===== src/rtl/fp32_pkg.sv =====
// Shared binary32 constants, FSM state type and operand classification
// for the floating-point arithmetic unit.
package fp32_pkg;

    localparam int BIAS  = 127;
    localparam int EXP_W = 8;
    localparam int MAN_W = 23;

    localparam logic [31:0] QNAN    = 32'h7FC0_0000;
    localparam logic [31:0] POS_INF = 32'h7F80_0000;

    typedef enum logic [2:0] {
        IDLE,
        UNPACK,
        DIVIDE,
        ROUND,
        DONE
    } div_state_t;

    typedef struct packed {
        logic is_zero;
        logic is_inf;
        logic is_nan;
    } fp_class_t;

    // Exponent field 0 counts as zero regardless of fraction, so subnormals flush.
    function automatic fp_class_t fp_classify(input logic [31:0] x);
        fp_class_t c;
        logic [EXP_W-1:0] e;
        logic [MAN_W-1:0] f;
        e = x[MAN_W +: EXP_W];
        f = x[MAN_W-1:0];
        c.is_zero = (e == '0);
        c.is_inf  = (e == '1) && (f == '0);
        c.is_nan  = (e == '1) && (f != '0);
        return c;
    endfunction

endpackage


===== src/rtl/fp32_seq_divider_if.sv =====
// Operand/result handshake bundle for the sequential divider.
interface fp32_seq_divider_if;
    logic        in_valid;
    logic        in_ready;
    logic [31:0] in_a;
    logic [31:0] in_b;
    logic        out_valid;
    logic        out_ready;
    logic [31:0] out;
    logic        div_by_zero;
    logic        invalid;

    modport master (
        output in_valid, in_a, in_b, out_ready,
        input  in_ready, out_valid, out, div_by_zero, invalid
    );

    modport slave (
        input  in_valid, in_a, in_b, out_ready,
        output in_ready, out_valid, out, div_by_zero, invalid
    );
endinterface


===== src/rtl/fp32_round_pack.sv =====
// Round-to-nearest-even of a 26-bit quotient (1.23 + guard + round) plus
// sticky, with exponent overflow/underflow handling and binary32 packing.
module fp32_round_pack
    import fp32_pkg::*;
(
    input  logic              sign,
    input  logic signed [9:0] exp_in,
    input  logic [25:0]       quo,
    input  logic              sticky,
    output logic [31:0]       result
);

    logic              guard;
    logic              round_sticky;
    logic              round_up;
    logic              carry;
    logic [MAN_W-1:0]  frac;
    logic signed [9:0] exp_adj;

    always_comb begin
        guard        = quo[1];
        round_sticky = quo[0] | sticky;
        round_up     = guard & (round_sticky | quo[2]);
        // An all-ones mantissa rounding up wraps the fraction to 0 and bumps the exponent.
        carry        = round_up & (&quo[25:2]);
        frac         = quo[24:2] + {{(MAN_W-1){1'b0}}, round_up};
        exp_adj      = carry ? (exp_in + 10'sd1) : exp_in;

        if (exp_adj >= 10'sd255) begin
            result = {sign, POS_INF[30:0]};
        end else if (exp_adj <= 10'sd0) begin
            result = {sign, 31'b0};
        end else begin
            result = {sign, exp_adj[EXP_W-1:0], frac};
        end
    end

endmodule


===== src/rtl/fp32_seq_divider.sv =====
// Sequential binary32 divider: restoring radix-2 mantissa division, one
// quotient bit per cycle, FTZ, RNE rounding, canonical NaN.
module fp32_seq_divider
    import fp32_pkg::*;
#(
    parameter int ITER = 26
) (
    input  logic              clk,
    input  logic              rst_n,
    fp32_seq_divider_if.slave bus
);

    div_state_t        state_reg;
    logic [31:0]       a_reg;
    logic [31:0]       b_reg;
    logic              sign_reg;
    logic signed [9:0] exp_reg;
    logic [23:0]       mb_reg;
    logic [24:0]       rem_reg;
    logic [25:0]       quo_reg;
    logic [4:0]        cnt_reg;
    logic              in_ready_reg;
    logic              out_valid_reg;
    logic [31:0]       out_reg;
    logic              dbz_reg;
    logic              invalid_reg;

    assign bus.in_ready    = in_ready_reg;
    assign bus.out_valid   = out_valid_reg;
    assign bus.out         = out_reg;
    assign bus.div_by_zero = dbz_reg;
    assign bus.invalid     = invalid_reg;

    // Unpack and special-case decode of the captured operands.
    fp_class_t   class_a;
    fp_class_t   class_b;
    logic        sign_ab;
    logic [23:0] ma;
    logic [23:0] mb;
    logic        adj;
    logic [24:0] rem_init;
    logic [9:0]  exp_calc;
    logic        special_hit;
    logic [31:0] special_res;
    logic        special_dbz;
    logic        special_inv;

    always_comb begin
        class_a  = fp_classify(a_reg);
        class_b  = fp_classify(b_reg);
        sign_ab  = a_reg[31] ^ b_reg[31];
        ma       = {1'b1, a_reg[MAN_W-1:0]};
        mb       = {1'b1, b_reg[MAN_W-1:0]};
        // Pre-normalise so the quotient lands in [1,2) and bit 25 is the integer bit.
        adj      = (ma < mb);
        rem_init = adj ? {ma, 1'b0} : {1'b0, ma};
        exp_calc = {2'b00, a_reg[30:23]} - {2'b00, b_reg[30:23]}
                 + 10'(BIAS) - {9'b0, adj};

        special_hit = 1'b1;
        special_res = '0;
        special_dbz = 1'b0;
        special_inv = 1'b0;
        if (class_a.is_nan || class_b.is_nan ||
            (class_a.is_zero && class_b.is_zero) ||
            (class_a.is_inf && class_b.is_inf)) begin
            special_res = QNAN;
            special_inv = 1'b1;
        end else if (class_a.is_inf) begin
            special_res = {sign_ab, POS_INF[30:0]};
        end else if (class_b.is_zero) begin
            special_res = {sign_ab, POS_INF[30:0]};
            special_dbz = !class_a.is_zero;
        end else if (class_a.is_zero || class_b.is_inf) begin
            special_res = {sign_ab, 31'b0};
        end else begin
            special_hit = 1'b0;
        end
    end

    // One restoring step: subtract when the remainder covers the divisor.
    logic        rem_ge;
    logic [24:0] rem_sub;
    logic [24:0] rem_next;

    always_comb begin
        rem_ge   = (rem_reg >= {1'b0, mb_reg});
        rem_sub  = rem_ge ? (rem_reg - {1'b0, mb_reg}) : rem_reg;
        rem_next = {rem_sub[23:0], 1'b0};
    end

    logic [31:0] rounded;

    fp32_round_pack u_round_pack (
        .sign   (sign_reg),
        .exp_in (exp_reg),
        .quo    (quo_reg),
        .sticky (|rem_reg),
        .result (rounded)
    );

    always_ff @(posedge clk or negedge rst_n) begin
        if (!rst_n) begin
            state_reg     <= IDLE;
            a_reg         <= '0;
            b_reg         <= '0;
            sign_reg      <= 1'b0;
            exp_reg       <= '0;
            mb_reg        <= '0;
            rem_reg       <= '0;
            quo_reg       <= '0;
            cnt_reg       <= '0;
            in_ready_reg  <= 1'b1;
            out_valid_reg <= 1'b0;
            out_reg       <= '0;
            dbz_reg       <= 1'b0;
            invalid_reg   <= 1'b0;
        end else begin
            case (state_reg)
                IDLE: begin
                    if (bus.in_valid) begin
                        a_reg        <= bus.in_a;
                        b_reg        <= bus.in_b;
                        in_ready_reg <= 1'b0;
                        state_reg    <= UNPACK;
                    end
                end
                UNPACK: begin
                    if (special_hit) begin
                        out_reg       <= special_res;
                        dbz_reg       <= special_dbz;
                        invalid_reg   <= special_inv;
                        out_valid_reg <= 1'b1;
                        state_reg     <= DONE;
                    end else begin
                        sign_reg  <= sign_ab;
                        exp_reg   <= $signed(exp_calc);
                        mb_reg    <= mb;
                        rem_reg   <= rem_init;
                        quo_reg   <= '0;
                        cnt_reg   <= '0;
                        state_reg <= DIVIDE;
                    end
                end
                DIVIDE: begin
                    rem_reg <= rem_next;
                    quo_reg <= {quo_reg[24:0], rem_ge};
                    cnt_reg <= cnt_reg + 5'd1;
                    if (cnt_reg == 5'(ITER - 1)) begin
                        state_reg <= ROUND;
                    end
                end
                ROUND: begin
                    out_reg       <= rounded;
                    dbz_reg       <= 1'b0;
                    invalid_reg   <= 1'b0;
                    out_valid_reg <= 1'b1;
                    state_reg     <= DONE;
                end
                DONE: begin
                    if (bus.out_ready) begin
                        out_valid_reg <= 1'b0;
                        in_ready_reg  <= 1'b1;
                        state_reg     <= IDLE;
                    end
                end
                default: begin
                    state_reg <= IDLE;
                end
            endcase
        end
    end

endmodule


===== src/flat_wrapper.sv =====
// flat-port wrapper written by rule: the top's interface ports become plain ports
module fp32_seq_divider_flat import fp32_pkg::*;
#(
    parameter int ITER = 26
)
  (clk, rst_n, bus_in_valid, bus_in_a, bus_in_b, bus_out_ready, bus_in_ready, bus_out_valid, bus_out, bus_div_by_zero, bus_invalid);
  fp32_seq_divider_if bus_i ();
  input  logic clk;
  input  logic rst_n;
  input wire logic [$bits(bus_i.in_valid)-1:0] bus_in_valid;
  input wire logic [$bits(bus_i.in_a)-1:0] bus_in_a;
  input wire logic [$bits(bus_i.in_b)-1:0] bus_in_b;
  input wire logic [$bits(bus_i.out_ready)-1:0] bus_out_ready;
  output wire logic [$bits(bus_i.in_ready)-1:0] bus_in_ready;
  output wire logic [$bits(bus_i.out_valid)-1:0] bus_out_valid;
  output wire logic [$bits(bus_i.out)-1:0] bus_out;
  output wire logic [$bits(bus_i.div_by_zero)-1:0] bus_div_by_zero;
  output wire logic [$bits(bus_i.invalid)-1:0] bus_invalid;
  assign bus_i.in_valid = bus_in_valid;
  assign bus_i.in_a = bus_in_a;
  assign bus_i.in_b = bus_in_b;
  assign bus_i.out_ready = bus_out_ready;
  assign bus_in_ready = bus_i.in_ready;
  assign bus_out_valid = bus_i.out_valid;
  assign bus_out = bus_i.out;
  assign bus_div_by_zero = bus_i.div_by_zero;
  assign bus_invalid = bus_i.invalid;
  fp32_seq_divider #(.ITER(ITER)) u_core (.clk(clk), .rst_n(rst_n), .bus(bus_i));
endmodule

===== config.mk =====
export PLATFORM = sky130hd
export DESIGN_NAME = fp32_seq_divider_flat
export DESIGN_NICKNAME = d
export VERILOG_FILES = /design/src/rtl/fp32_pkg.sv /design/src/rtl/fp32_seq_divider_if.sv /design/src/rtl/fp32_round_pack.sv /design/src/rtl/fp32_seq_divider.sv /design/src/flat_wrapper.sv
export SDC_FILE = /design/constraint.sdc
export NUM_CORES = 1
export LEC_CHECK = 0
export CORE_UTILIZATION = 50
export CTS_CLUSTER_DIAMETER = 60
export CTS_CLUSTER_SIZE = 14
export DETAILED_ROUTE_END_ITERATION = 10
export GPL_TIMING_DRIVEN = 0
export PLACE_DENSITY = 0.78
export SLEW_MARGIN = 20
export SYNTH_ARGS = -nofsm -noshare
export SYNTH_HDL_FRONTEND = slang
export SYNTH_SLANG_ARGS = --single-unit
export TNS_END_PERCENT = 1

===== constraint.sdc =====
create_clock -name clk -period 5.2 [get_ports clk]
set_input_delay 0.78 -clock clk [delete_from_list [all_inputs] [get_ports clk]]
set_output_delay 0.78 -clock clk [all_outputs]
set_load 0.02 [all_outputs]

### Word-level counts from Yosys, hierarchy flattened

Index checks and enable logic that the tools add are counted.

| word-level totals | value |
|---|---|
| register bits after elaboration | 194 |
| output and inout port bits | 36 |
| word-level logic and storage cells | 114 |

| operators by class | value |
|---|---|
| $add $sub $neg | 7 |
| order comparisons | 4 |
| equality and inequality tests | 12 |
| muxes and demuxes | 40 |
| bitwise logic cells | 6 |
| reduce and logical (&&, ||, !) cells | 31 |

Operators by type and width:

| cell | count |
|---|---|
| $mux 32 | 5 |
| $pmux 32 s2 | 1 |
| $mux 31 | 2 |
| $pmux 26 s2 | 1 |
| $mux 25 | 2 |
| $pmux 25 s2 | 1 |
| $logic_not 23->1 | 2 |
| $reduce_bool 23->1 | 2 |
| $mux 26 | 1 |
| $ge 25x24->1 | 1 |
| $reduce_or 25->1 | 1 |
| $lt 24x24->1 | 1 |
| $mux 24 | 1 |
| $reduce_and 24->1 | 1 |
| $sub 24x24->24 | 1 |
| $add 23x1->23 | 1 |
| $eq 8x8->1 const B | 2 |
| $logic_not 8->1 | 2 |
| $pmux 3 s5 | 1 |
| $mux 1 | 14 |
| $mux 3 | 4 |
| $add 10x2->10 const B | 1 |
| $add 10x7->10 const B | 1 |
| $ge 10x9->1 const B | 1 |
| 27 further kinds | 50 |

### Longest topological paths before layout

| logic depth | value |
|---|---|
| word-level depth | 10 |
| gate-level depth with buffers | 19 |
| gate-level depth less buffers | 18 |

### Cells and area by module

From an unflattened synthesis, not the netlist that was laid out.

| unflattened totals | value |
|---|---|
| cells, all modules | 1,247 |
| area, all modules | 11,657.4 µm² |

By module, submodules not included:

| module | times used | cells an instance | area an instance (µm²) |
|---|---|---|---|
| fp32_seq_divider | 1 | 1,083 | 10,378.7 |
| fp32_round_pack | 1 | 164 | 1,278.7 |

### Worst setup path after synthesis

No wires, ideal clock.

| timing path | value |
|---|---|
| path type | reg2reg |
| start | reg u_core.a_reg[9] |
| end | reg u_core.exp_reg[9] |
| library setup time | 0.065 ns |
| arrival time | 3.748 ns |
| data required time | 5.135 ns |
| setup slack | 1.387 ns |
| stages on the path, launching flop included | 19 |
| period minus slack after synthesis | 3.813 ns |
| cell sequence | dfrtp_1 ha_1 a21oi_1 o21ai_0 a221o_1 a221oi_1 o21ai_1 clkbuf_1 ha_1 ha_1 inv_1 fa_1 inv_1 a21oi_1 o21bai_1 a21o_1 a21o_1 a2111oi_0 a21o_1 |

| on the way | value |
|---|---|
| cells in the longest elaborated chain, start to end | 8 |
| elaborated cells between the ends (all ways) | 14 |

RTL lines:

| element | RTL line | text |
|---|---|---|
| start: declaration | fp32_seq_divider.sv:14 | `logic [31:0] a_reg;` |
| start signal: assignment | fp32_seq_divider.sv:122 | `a_reg <= bus.in_a;` |
| parallel branches: the longest is 8 deep, another holds $lt 24x24->1 | -- |  |
| end signal: assignment | fp32_seq_divider.sv:137 | `exp_reg <= $signed(exp_calc);` |
| end: declaration | fp32_seq_divider.sv:17 | `logic signed [9:0] exp_reg;` |

Parallel ways; which one is timed is not known.
A chain may end at the register's enable or synchronous reset.

### Final worst setup path

| timing path | value |
|---|---|
| start | reg u_core.b_reg[11] |
| end | reg u_core.exp_reg[9] |

| on the way | value |
|---|---|
| cells in the longest elaborated chain, start to end | 9 |
| elaborated cells between the ends (all ways) | 17 |

RTL lines:

| element | RTL line | text |
|---|---|---|
| start: declaration | fp32_seq_divider.sv:15 | `logic [31:0] b_reg;` |
| start signal: assignment | fp32_seq_divider.sv:123 | `b_reg <= bus.in_b;` |
| parallel branches: the longest is 9 deep, another holds $lt 24x24->1 | -- |  |

Parallel ways; which one is timed is not known.

==> metrics.csv <==
metric,value,unit
status,finished clean,
fillers,1952,
CP required,5.58,ns
RSZ-0062 raised after global routing,false,
Vias/cell,5.95,
Syn Inst Count,1288,
grt ovf,0,
Final Hold Vio Count,0,
main combinational cell family by area after synthesis,simple AND/OR/NAND/NOR gates,
# DRC,0,
register area share after synthesis,42.0,%
initial antenna violation count,1,
P&R area growth vs syn,17.9,%
ys async rst share,100,%
worst skew pair latency,0.44,ns
TritonCTS Buffers,17,
Final Critical Period,4.77,ns
setup repair bufs after CTS,0,
Worst Tran Pin Value,0.842,ns
CP arrival,5.15,ns
min-delay worst type,input pin to async pin,
Logic pwr share,60.9,%
first-pass GRT wire length,50900,um
"Primary FF master, synth",dfrtp_1,
clock network power share,13.2,%
post-synth net total,1425,
FMAX,209,MHz
total track usage,27.4,%
WS Path Type,flip-flop to flip-flop,
via count,10200,
estimated wirelength of the detail-placed design,23600,um
Routed WL,31500,um
Initial Utilization,51.1,%
internal power,5520,uW
Final ANT Viol Nets,0,
power density cells,773,mW/mm2
complex-gate fraction of the synthesized area,15.6,%
TritonCTS clock tree,yes,
core area,0.0226,mm2
post-route cell area,0.0136,mm2
Syn Std Cell Area,0.0116,mm2
wire length per cell,18.4,um
Pre-Repair DR Iteration Count,8,
I/O Buffers,103,
mux contribution to synthesized area,6.23,%
P_leak,0.00591,uW
Power Total,10500,uW
Root Driver,clkbuf_16,
final setup violating endpoints,0,
share of cells above drive strength 1,8.28,%
initial detailed-routing violation count,908,
DIE HEIGHT,154,um
die footprint,0.0238,mm2
Max Cap Viol,0,
yosys warns,0,
Die Wd,154,um
CP Launch Type,flip-flop,
clock transition at the registers of the reported paths,0.07,ns
setup_tns,0,ns
PostCTS Resize Cnt,0,
Min Hold Slack,0.227,ns
headroom to the max-slew limit,43.7,%
Post-synth EDFFs,0,
Worst Setup End Kind,flip-flop,
clock skew,0.0124,ns
Clock Path Buffers,2,
synthesized area per cell,8.98,um2
largest net degree at the start of global routing,81,
"Core Util, Final",60.3,%
Reg power frac,25.8,%
Tcrit/Tclk final,91.8,%
Nets,1549,
vias in the first global route,9744,
post-synthesis xor/xnor area fraction,4.69,%
maximum fanout along the worst path,10,
IO Count,104,
DP Area,0.0130,mm2
Sink Count,194,
Net Sw Frac,47.7,%
Post-Synth Adder-Cell Area,7.66,%
max-slew violation count,0,
Synth Area in Simple Gates,19.1,%
Rows,55,
switching power,5030,uW
CTS Hold Bufs,0,
Synth Register Bits,194,
GPL Wtd Cong,0.903,
H-tree Lvls,4,
number of library cell types mapped by synthesis,68,
Worst VDD drop,0.000548,V
power groups by stage:
stage               combinational (uW)  sequential, uW  clock (uW)
floorplan                         4590            2590           0
finish                            6430            2730        1400
global route                      7100            2780        1470
global placement                  6010            2700           0
detailed placement                6190            2720           0
CTS                               6360            2700        1410
metrics by stage:
stage                     cells  setup slack (ns)
after CTS                  1710             0.514
after global placement     1676             -4.63
final                      1711             0.426
after floorplan            1288              1.39
after detailed placement   1678             0.667
after global routing       1710             0.359
layout make-up:
| type | count | area (um2) | share of cell area [%] |
|---|---|---|---|
| Timing Repair Buffer | 105 | 1090 | 7.99 |
| Inverter | 77 | 289 | 2.12 |
| Tap cell | 285 | 357 | 2.61 |
| Clock inverter | 12 | 174 | 1.27 |
| Sequential cell | 194 | 4860 | 35.6 |
| Buffer | 65 | 263 | 1.93 |
| Multi-Input combinational cell | 952 | 6170 | 45.2 |
| Clock buffer | 20 | 447 | 3.27 |
| Antenna cell | 1 | 2.50 | 0.0183 |
cells in the mapped netlist, types with 10 or more instances:
cell	count	share of area, %
ha_1	66	7.1
xor2_1	30	2.3
o21ai_0	100	4.3
nand3_1	61	2.6
nand2_1	219	7.1
xnor2_1	32	2.4
a21oi_1	60	2.6
nand4_1	27	1.5
dfrtp_1	193	42
o21ai_2	19	1.4
mux2i_1	18	1.6
mux2_2	48	4.7
clkbuf_1	51	1.7
a31oi_1	20	1.1
nor3_1	23	0.99
nor2_1	55	1.8
inv_1	76	2.5
a21o_1	23	1.5
or3_1	13	0.70
a211oi_1	10	0.65
nor4_1	18	0.97
final timing paths:
kind                                           startpoint  cells after the start                        endpoint  slack [ns]
max reg2reg                  u_core.b_reg[11]$_DFFE_PN0P_                     19   u_core.exp_reg[9]$_DFFE_PN0P_        0.43
min in group clk           u_core.bus.out[17]$_DFFE_PN0P_                      2  u_core.bus.out[17]$_DFFE_PN0P_        0.48
max in group asynchronous                           rst_n                      2    u_core.a_reg[27]$_DFFE_PN0P_        4.26
max                          u_core.b_reg[11]$_DFFE_PN0P_                     19   u_core.exp_reg[9]$_DFFE_PN0P_        0.43
min                                                 rst_n                      1   u_core.bus.out[8]$_DFFE_PN0P_        0.23
min reg2reg                u_core.bus.out[17]$_DFFE_PN0P_                      2  u_core.bus.out[17]$_DFFE_PN0P_        0.48
worst max-delay path: stages, from the launching register on:
cell and delay [ns]:
dfrtp_1 0.39, inv_1 0.18, ha_1 0.29, a21oi_1 0.12, o21ai_0 0.10, a221o_1 0.41, a221oi_1 0.38, o21ai_1 0.37
clkbuf_1 0.43, ha_1 0.31, ha_1 0.19, inv_1 0.07, fa_1 0.20, inv_1 0.06, a21oi_1 0.17, o21bai_1 0.12
a21o_1 0.19, a21o_1 0.19, a2111oi_0 0.41, a21o_1 0.12
per-layer routing:
layer,vias to the layer above,wire [um],GRT usage [%]
li1,4794,-,-
met1,4877,13500,37.4
met2,438,14700,43.8
met3,68,2280,4.31
met4,0,912,10.4
met5,-,0,0
layout by cell type, fill, tap and decap left out, types with 4 or more instances in the layout:
master / synthesis / routed
mux2i_1: 18 / 18
nor4_1: 18 / 18
nand3b_1: 4 / 4
a31oi_1: 20 / 20
o21bai_1: 8 / 8
nor2_1: 55 / 55
inv_1: 76 / 76
nand3_1: 61 / 61
clkbuf_1: 51 / 53
inv_6: 0 / 4
o311a_1: 9 / 9
a211oi_1: 10 / 10
nand4_1: 27 / 27
dfrtp_1: 193 / 193
nand2b_1: 9 / 9
buf_1: 9 / 9
and4_1: 4 / 4
clkdlybuf4s50_1: 0 / 102
or3_1: 13 / 13
a21oi_1: 60 / 60
o21a_1: 7 / 7
clkbuf_16: 0 / 17
nor3_1: 23 / 22
and2_1: 4 / 4
o21ai_0: 100 / 100
mux2_2: 48 / 48
nand2_1: 219 / 219
a21o_1: 23 / 23
o21ai_2: 19 / 19
ha_1: 66 / 66
xor2_1: 30 / 30
or4_1: 5 / 5
xnor2_1: 32 / 32
logic make-up (layout without fill, tap and decap cells):
| kind of cell | count (synthesis) | after routing |
|---|---|---|
| flops | 194 | 194 |
| buf+inv | 142 | 279 |
| compound gates | 289 | 289 |
| xor+xnor | 62 | 62 |
| mux | 66 | 66 |
| other cells | 0 | 1 |
| fa+ha+maj | 69 | 69 |
| simple gates | 466 | 466 |
(Power assumes the default switching activity.)
